<file path="config.mk">
export PLATFORM = sky130hd
export DESIGN_NAME = hs_access_arbiter_flat
export DESIGN_NICKNAME = d
export VERILOG_FILES = /design/src/rtl/hs_access_arbiter_if.sv /design/src/rtl/hs_access_arbiter.sv /design/src/flat_wrapper.sv
export SDC_FILE = /design/constraint.sdc
export NUM_CORES = 1
export LEC_CHECK = 0
export ABC_AREA = 1
export CAP_MARGIN = 5
export CORE_MARGIN = 2
export CORE_UTILIZATION = 48
export DETAILED_ROUTE_END_ITERATION = 10
export PLACE_DENSITY = 0.83
export SETUP_SLACK_MARGIN = 0.1
export SYNTH_ARGS = -nofsm -noshare
export SYNTH_HDL_FRONTEND = slang
export SYNTH_SLANG_ARGS = --single-unit
</file>
<file path="constraint.sdc">
create_clock -name clk -period 1.9 [get_ports clk]
set_input_delay 0.38 -clock clk [delete_from_list [all_inputs] [get_ports clk]]
set_output_delay 0.38 -clock clk [all_outputs]
set_load 0.005 [all_outputs]
</file>
<file path="src/rtl/hs_access_arbiter_if.sv">
// Signal bundle between the high-score/OSD/core side and hs_access_arbiter.
// The arbiter uses the slave view. A driver or test harness uses the master view.
interface hs_access_arbiter_if #(
  parameter int ADDR_W = 12
);
  logic              pause_btn;
  logic              osd_open;
  logic              osd_pause_en;
  logic              vblank;
  logic              hs_req;
  logic              hs_grant;
  logic              hs_timeout;
  logic [ADDR_W-1:0] hs_addr;
  logic [7:0]        hs_din;
  logic              hs_we;
  logic [ADDR_W-1:0] cpu_addr;
  logic [7:0]        cpu_din;
  logic              cpu_we;
  logic [ADDR_W-1:0] ram_addr;
  logic [7:0]        ram_din;
  logic              ram_we;
  logic              pause;
  logic              dim_video;

  modport master (
    output pause_btn, osd_open, osd_pause_en, vblank, hs_req,
    output hs_addr, hs_din, hs_we, cpu_addr, cpu_din, cpu_we,
    input  hs_grant, hs_timeout, ram_addr, ram_din, ram_we, pause, dim_video
  );

  modport slave (
    input  pause_btn, osd_open, osd_pause_en, vblank, hs_req,
    input  hs_addr, hs_din, hs_we, cpu_addr, cpu_din, cpu_we,
    output hs_grant, hs_timeout, ram_addr, ram_din, ram_we, pause, dim_video
  );
endinterface

</file>
<file path="src/rtl/hs_access_arbiter.sv">
// Pause merging and vblank-gated hand-over of the shared work RAM to the high-score side.
// This block also contains the watchdog on the grant and the dim-on-long-user-pause timer.
module hs_access_arbiter #(
  parameter int ADDR_W        = 12,
  parameter int SETTLE_CYCLES = 16,
  parameter int HOLD_MAX      = 65535,
  parameter int DIM_CYCLES    = 300000000
) (
  input  logic               clk,
  input  logic               reset,
  hs_access_arbiter_if.slave bus
);

  localparam int SET_W  = (SETTLE_CYCLES > 1) ? $clog2(SETTLE_CYCLES) : 1;
  localparam int HOLD_W = $clog2(HOLD_MAX + 1);
  localparam int DIM_W  = $clog2(DIM_CYCLES + 1);

  localparam logic [SET_W-1:0]  SETTLE_LOAD = SET_W'(SETTLE_CYCLES - 1);
  localparam logic [HOLD_W-1:0] HOLD_LAST   = HOLD_W'(HOLD_MAX - 1);
  localparam logic [DIM_W-1:0]  DIM_LIMIT   = DIM_W'(DIM_CYCLES);

  typedef enum logic [2:0] {
    ST_IDLE,
    ST_WAIT_VBL,
    ST_SETTLE,
    ST_GRANT,
    ST_RELEASE
  } state_t;

  state_t             state_q, state_d;
  logic [SET_W-1:0]   settle_q, settle_d;
  logic [HOLD_W-1:0]  hold_q, hold_d;
  logic               timeout_q, timeout_d;
  logic               grant_q, grant_d;
  logic               btn_q;
  logic               vblank_q;
  logic               user_pause_q, user_pause_d;
  logic [DIM_W-1:0]   dim_cnt_q, dim_cnt_d;
  logic               dim_video_q, dim_video_d;
  logic               pause_q, pause_d;
  logic               vblank_rise;

  assign vblank_rise = bus.vblank & ~vblank_q;

  always_comb begin
    state_d   = state_q;
    settle_d  = settle_q;
    hold_d    = hold_q;
    timeout_d = timeout_q;

    unique case (state_q)
      ST_IDLE: begin
        if (bus.hs_req) begin
          state_d   = ST_WAIT_VBL;
          timeout_d = 1'b0;
        end
      end
      ST_WAIT_VBL: begin
        // A request withdrawn in the same cycle as the vblank edge is treated as withdrawn.
        if (!bus.hs_req) begin
          state_d = ST_IDLE;
        end else if (vblank_rise) begin
          state_d  = ST_SETTLE;
          settle_d = SETTLE_LOAD;
        end
      end
      ST_SETTLE: begin
        if (!bus.hs_req) begin
          state_d = ST_IDLE;
        end else if (settle_q == '0) begin
          state_d = ST_GRANT;
          hold_d  = '0;
        end else begin
          settle_d = settle_q - SET_W'(1);
        end
      end
      ST_GRANT: begin
        // A normal release wins over a watchdog hit that lands on the same cycle.
        if (!bus.hs_req) begin
          state_d = ST_RELEASE;
        end else if (hold_q == HOLD_LAST) begin
          state_d   = ST_RELEASE;
          timeout_d = 1'b1;
        end else begin
          hold_d = hold_q + HOLD_W'(1);
        end
      end
      ST_RELEASE: begin
        if (!bus.hs_req) begin
          state_d = ST_IDLE;
        end
      end
      default: begin
        state_d = ST_IDLE;
      end
    endcase
  end

  always_comb begin
    grant_d      = (state_d == ST_GRANT);
    user_pause_d = user_pause_q ^ (bus.pause_btn & ~btn_q);
    dim_cnt_d    = '0;
    if (user_pause_q) begin
      dim_cnt_d = (dim_cnt_q >= DIM_LIMIT) ? DIM_LIMIT : dim_cnt_q + DIM_W'(1);
    end
    dim_video_d  = (dim_cnt_q >= DIM_LIMIT);
    pause_d      = user_pause_q | (bus.osd_open & bus.osd_pause_en) | (state_q != ST_IDLE);
  end

  always_ff @(posedge clk or posedge reset) begin
    if (reset) begin
      state_q      <= ST_IDLE;
      settle_q     <= '0;
      hold_q       <= '0;
      timeout_q    <= 1'b0;
      grant_q      <= 1'b0;
      btn_q        <= 1'b0;
      vblank_q     <= 1'b0;
      user_pause_q <= 1'b0;
      dim_cnt_q    <= '0;
      dim_video_q  <= 1'b0;
      pause_q      <= 1'b0;
    end else begin
      state_q      <= state_d;
      settle_q     <= settle_d;
      hold_q       <= hold_d;
      timeout_q    <= timeout_d;
      grant_q      <= grant_d;
      btn_q        <= bus.pause_btn;
      vblank_q     <= bus.vblank;
      user_pause_q <= user_pause_d;
      dim_cnt_q    <= dim_cnt_d;
      dim_video_q  <= dim_video_d;
      pause_q      <= pause_d;
    end
  end

  // grant_q always equals (state_q == ST_GRANT), so it doubles as the RAM mux select.
  assign bus.hs_grant   = grant_q;
  assign bus.hs_timeout = timeout_q;
  assign bus.pause      = pause_q;
  assign bus.dim_video  = dim_video_q;
  assign bus.ram_addr   = grant_q ? bus.hs_addr : bus.cpu_addr;
  assign bus.ram_din    = grant_q ? bus.hs_din  : bus.cpu_din;
  assign bus.ram_we     = grant_q ? bus.hs_we   : bus.cpu_we;

endmodule

</file>
<file path="src/flat_wrapper.sv">
// flat-port wrapper written by rule: the top's interface ports become plain ports
module hs_access_arbiter_flat 
#(
  parameter int ADDR_W        = 12,
  parameter int SETTLE_CYCLES = 16,
  parameter int HOLD_MAX      = 65535,
  parameter int DIM_CYCLES    = 300000000
)
  (clk, reset, bus_pause_btn, bus_osd_open, bus_osd_pause_en, bus_vblank, bus_hs_req, bus_hs_addr, bus_hs_din, bus_hs_we, bus_cpu_addr, bus_cpu_din, bus_cpu_we, bus_hs_grant, bus_hs_timeout, bus_ram_addr, bus_ram_din, bus_ram_we, bus_pause, bus_dim_video);
  hs_access_arbiter_if #(.ADDR_W(ADDR_W)) bus_i ();
  input  logic clk;
  input  logic reset;
  input wire logic [$bits(bus_i.pause_btn)-1:0] bus_pause_btn;
  input wire logic [$bits(bus_i.osd_open)-1:0] bus_osd_open;
  input wire logic [$bits(bus_i.osd_pause_en)-1:0] bus_osd_pause_en;
  input wire logic [$bits(bus_i.vblank)-1:0] bus_vblank;
  input wire logic [$bits(bus_i.hs_req)-1:0] bus_hs_req;
  input wire logic [$bits(bus_i.hs_addr)-1:0] bus_hs_addr;
  input wire logic [$bits(bus_i.hs_din)-1:0] bus_hs_din;
  input wire logic [$bits(bus_i.hs_we)-1:0] bus_hs_we;
  input wire logic [$bits(bus_i.cpu_addr)-1:0] bus_cpu_addr;
  input wire logic [$bits(bus_i.cpu_din)-1:0] bus_cpu_din;
  input wire logic [$bits(bus_i.cpu_we)-1:0] bus_cpu_we;
  output wire logic [$bits(bus_i.hs_grant)-1:0] bus_hs_grant;
  output wire logic [$bits(bus_i.hs_timeout)-1:0] bus_hs_timeout;
  output wire logic [$bits(bus_i.ram_addr)-1:0] bus_ram_addr;
  output wire logic [$bits(bus_i.ram_din)-1:0] bus_ram_din;
  output wire logic [$bits(bus_i.ram_we)-1:0] bus_ram_we;
  output wire logic [$bits(bus_i.pause)-1:0] bus_pause;
  output wire logic [$bits(bus_i.dim_video)-1:0] bus_dim_video;
  assign bus_i.pause_btn = bus_pause_btn;
  assign bus_i.osd_open = bus_osd_open;
  assign bus_i.osd_pause_en = bus_osd_pause_en;
  assign bus_i.vblank = bus_vblank;
  assign bus_i.hs_req = bus_hs_req;
  assign bus_i.hs_addr = bus_hs_addr;
  assign bus_i.hs_din = bus_hs_din;
  assign bus_i.hs_we = bus_hs_we;
  assign bus_i.cpu_addr = bus_cpu_addr;
  assign bus_i.cpu_din = bus_cpu_din;
  assign bus_i.cpu_we = bus_cpu_we;
  assign bus_hs_grant = bus_i.hs_grant;
  assign bus_hs_timeout = bus_i.hs_timeout;
  assign bus_ram_addr = bus_i.ram_addr;
  assign bus_ram_din = bus_i.ram_din;
  assign bus_ram_we = bus_i.ram_we;
  assign bus_pause = bus_i.pause;
  assign bus_dim_video = bus_i.dim_video;
  hs_access_arbiter #(.ADDR_W(ADDR_W), .SETTLE_CYCLES(SETTLE_CYCLES), .HOLD_MAX(HOLD_MAX), .DIM_CYCLES(DIM_CYCLES)) u_core (.clk(clk), .reset(reset), .bus(bus_i));
endmodule
</file>
==> results.py <==
metrics = {
    "cells_and_area": {
        "final_cell_mix": "nand2_1 (134), nor2_1 (103), dfrtp_1 (59)",
        "fill_cells": 647,
        "final_cells": 703,
        "final_util_pct": 65.17,
        "final_common_cell": "nand2_1",
        "area_growth_pct": 31.06,
        "regArea_um2": 1476,
        "nNetsFinal": 651,
        "multi_input_area_um2": 2185,
        "num_antenna_cells": 0,
        "layout-drive-gt1-share_pct": 18.14,
    },
    "floorplanning": {
        "chipWidth_um": 93.47,
        "dieArea_um2": 8737,
        "die_y_um": 93.47,
        "io_pins": 74,
        "coreArea_um2": 7727,
        "start_util_pct": 49.72,
        "fp-row-count": 32,
    },
    "placement": {
        "place_hpwl_um": 6804,
        "gp_congestion": 0.9837,
        "portBuffers": 73,
        "post-place-ws_ns": -0.005985,
        "place_inst": 682,
    },
    "route": {
        "dr.pass1.iters": 4,
        "ant_nets": 0,
        "viasPerCell": 5.003,
        "vias": 3517,
        "drtIter0Drc": 189,
        "drc": 0,
        "wire_per_inst_um": 13.28,
        "wirelength_um": 9335,
    },
    "clock_tree": {
        "cts.clk_slew.worst_paths_ns": 0.06,
        "cts.sink_count": 59,
        "clockBufferDepth": 2,
        "clock_latency_ns": 0.34,
        "numCtsBuffers": 9,
        "cts_tree": "yes",
        "clockRootBuffer": "clkbuf_8",
        "htreeDepth": 3,
    },
    "synth": {
        "synthSimpleGateAreaFrac_pct": 35.79,
        "synth-xor-area-share_pct": 6.154,
        "syn_area_um2": 3842,
        "synth_mux_area_share_pct": 6.154,
        "yosys_warnings": 0,
        "synth_nets": 562,
        "ys_ff_latch": 59,
        "post_synth_fa_ha_maj_area_fraction_pct": 1.628,
        "synth_edf_count": 0,
        "synth.distinct_cells": 35,
        "synth_cells": 508,
        "synth_top_family_by_area": "simple AND/OR/NAND/NOR gates",
        "seq_area_frac_synth_pct": 38.42,
        "synth_flop_cell": "dfrtp_1",
        "syn_area_per_cell_um2": 7.564,
        "synth-async-reset-ratio_pct": 100.0,
        "synth_compound_area_share_pct": 5.633,
    },
    "sta": {
        "fin_crit_ns": 1.833,
        "tns_ns": 0,
        "slew_violations": 0,
        "hold_viol": 0,
        "fin_skew_ns": 0.004911,
        "max_freq_mhz": 545.6,
        "tightest_slew_ns": 0.3777,
        "worst_slack_ns": 0.06707,
        "slew_headroom_pct": 74.79,
        "finalSetupViolations": 0,
        "rsz0062_at_grt": "yes",
        "min_period_over_period_pct": 96.47,
    },
    "setup_path": {
        "arrival_ns": 1.45,
        "worst-path-max-fanout": 6,
        "crit_type": "reg -> out",
        "startpoint_type": "register",
        "timing.critical_path.required_ns": 1.52,
        "critPathCaptureType": "output pin",
    },
    "power": {
        "vdd.ir_drop.worst_mv": 0.5737,
        "p_per_area_nw_per_um2": 801.1,
        "power_leakage_nw": 2.192,
    },
    "global_route": {
        "first_global_vias": 3542,
        "grt_pass1_wl_um": 15570,
        "antenna_found_initial": 0,
        "grt_max_degree": 60,
        "overflow": 0,
        "track_usage_pct": 22.38,
    },
    "hold_path": {
        "hold_class": "in -> async",
    },
    "job": {
        "cap_violations": 0,
    },
    "outcome": {
        "status": "finished, final reports clean",
    },
}
power breakdown:
| part | internal (mW) | switching, mW | total [mW] |
|---|---|---|---|
| sequential | 1.41 | 0.166 | 1.57 |
| combinational | 0.629 | 0.689 | 1.32 |
| clock | 0.669 | 0.476 | 1.14 |
critical path, stage by stage (launching register included):
cell     delay, ns
dfrtp_1       0.39
buf_6         0.14
buf_12        0.12
mux2_2        0.33
buf_2         0.13
synthesized netlist by cell type, types with 2 or more instances:
cell	count	area share, %
nor2_2	3	0.49
nor2_1	103	10
dfrtp_1	59	38
nor3_1	4	0.52
ha_1	5	1.6
nand3_2	3	0.78
mux2_2	21	6.2
clkbuf_1	3	0.29
o21ai_2	9	2.1
nor2_4	6	1.8
nand2_2	15	2.4
a21oi_1	2	0.26
o21bai_1	5	0.98
a31oi_1	2	0.33
xnor2_1	5	1.1
xor2_1	22	5.0
nand3_1	27	3.5
nand2_4	2	0.59
o21ai_0	8	1.0
o21ai_1	3	0.39
nand2_1	134	13
inv_1	44	4.3
inv_2	2	0.20
nand4_1	10	1.6
registers in the layout, indices dropped and copies added (netlist names):
signal / cells
u_core.hold_q: 16
u_core.bus.hs_timeout: 1
u_core.bus.pause: 1
u_core.state_q: 3
u_core.settle_q: 4
u_core.btn_q: 1
u_core.dim_cnt_q: 29
u_core.bus.hs_grant: 1
u_core.user_pause_q: 1
u_core.vblank_q: 1
u_core.bus.dim_video: 1
kinds of logic (layout without fill, tap and decap cells):
group,after synthesis,in the layout
AOI/OAI and AO/OA,32,32
xor gates and xnor gates,27,27
adders and majority gates,5,5
buffers and inverters,54,147
DFF,59,59
muxes,21,21
and+or+nand+nor,310,310
final cells by class:
| class | count | share of cell area (%) |
|---|---|---|
| Timing Repair Buffer | 85 | 17.34 |
| Tap cell | 102 | 2.534 |
| Clock inverter | 2 | 0.6957 |
| Multi-Input combinational cell | 395 | 43.38 |
| Clock buffer | 13 | 3.155 |
| Inverter | 47 | 3.578 |
| Sequential cell | 59 | 29.32 |
what timing repair did:
item	in CTS	in global routing
gates cloned	2	1
setup buffers	2	1
resized for setup	56	50
hold endpoints to repair	0	0
setup endpoints to repair	22	22
hold buffers	0	0
path summary, 6_finish.rpt:
check	start	to	slack (ns)	depth (start not counted)
worst max-delay path	u_core.bus.hs_grant$_DFF_PP0_	bus_ram_din[1]	0.07	4
worst min-delay path	reset	u_core.dim_cnt_q[23]$_DFF_PP0_	0.47	3
worst max register to register	u_core.settle_q[0]$_DFFE_PP0P_	u_core.hold_q[8]$_DFFE_PP0P_	0.28	10
worst min register to register	u_core.bus.hs_timeout$_DFFE_PP0P_	u_core.bus.hs_timeout$_DFFE_PP0P_	0.48	2
max in group asynchronous	reset	u_core.hold_q[5]$_DFFE_PP0P_	1.17	3
min in group clk	u_core.bus.hs_timeout$_DFFE_PP0P_	u_core.bus.hs_timeout$_DFFE_PP0P_	0.48	2
per-layer routing:
layer	routed length (um)	GRT usage [%]	vias to the layer above
met3	384	5.963	14
met4	131	8.211	0
met5	0	0	-
met1	3895	26.43	1636
met2	4924	38.91	78
li1	-	-	1789
through the flow:
stage	hold slack, ns	area, um2	power (mW)
after floorplan	0.4114	3846	2.352
after global placement	0.4649	4712	2.733
after detailed placement	0.4648	4712	2.784
after CTS	0.4815	4912	3.943
after global routing	0.4808	5036	4.270
final	0.4707	5036	4.034
Note: power is estimated with default switching activity, not from simulation.
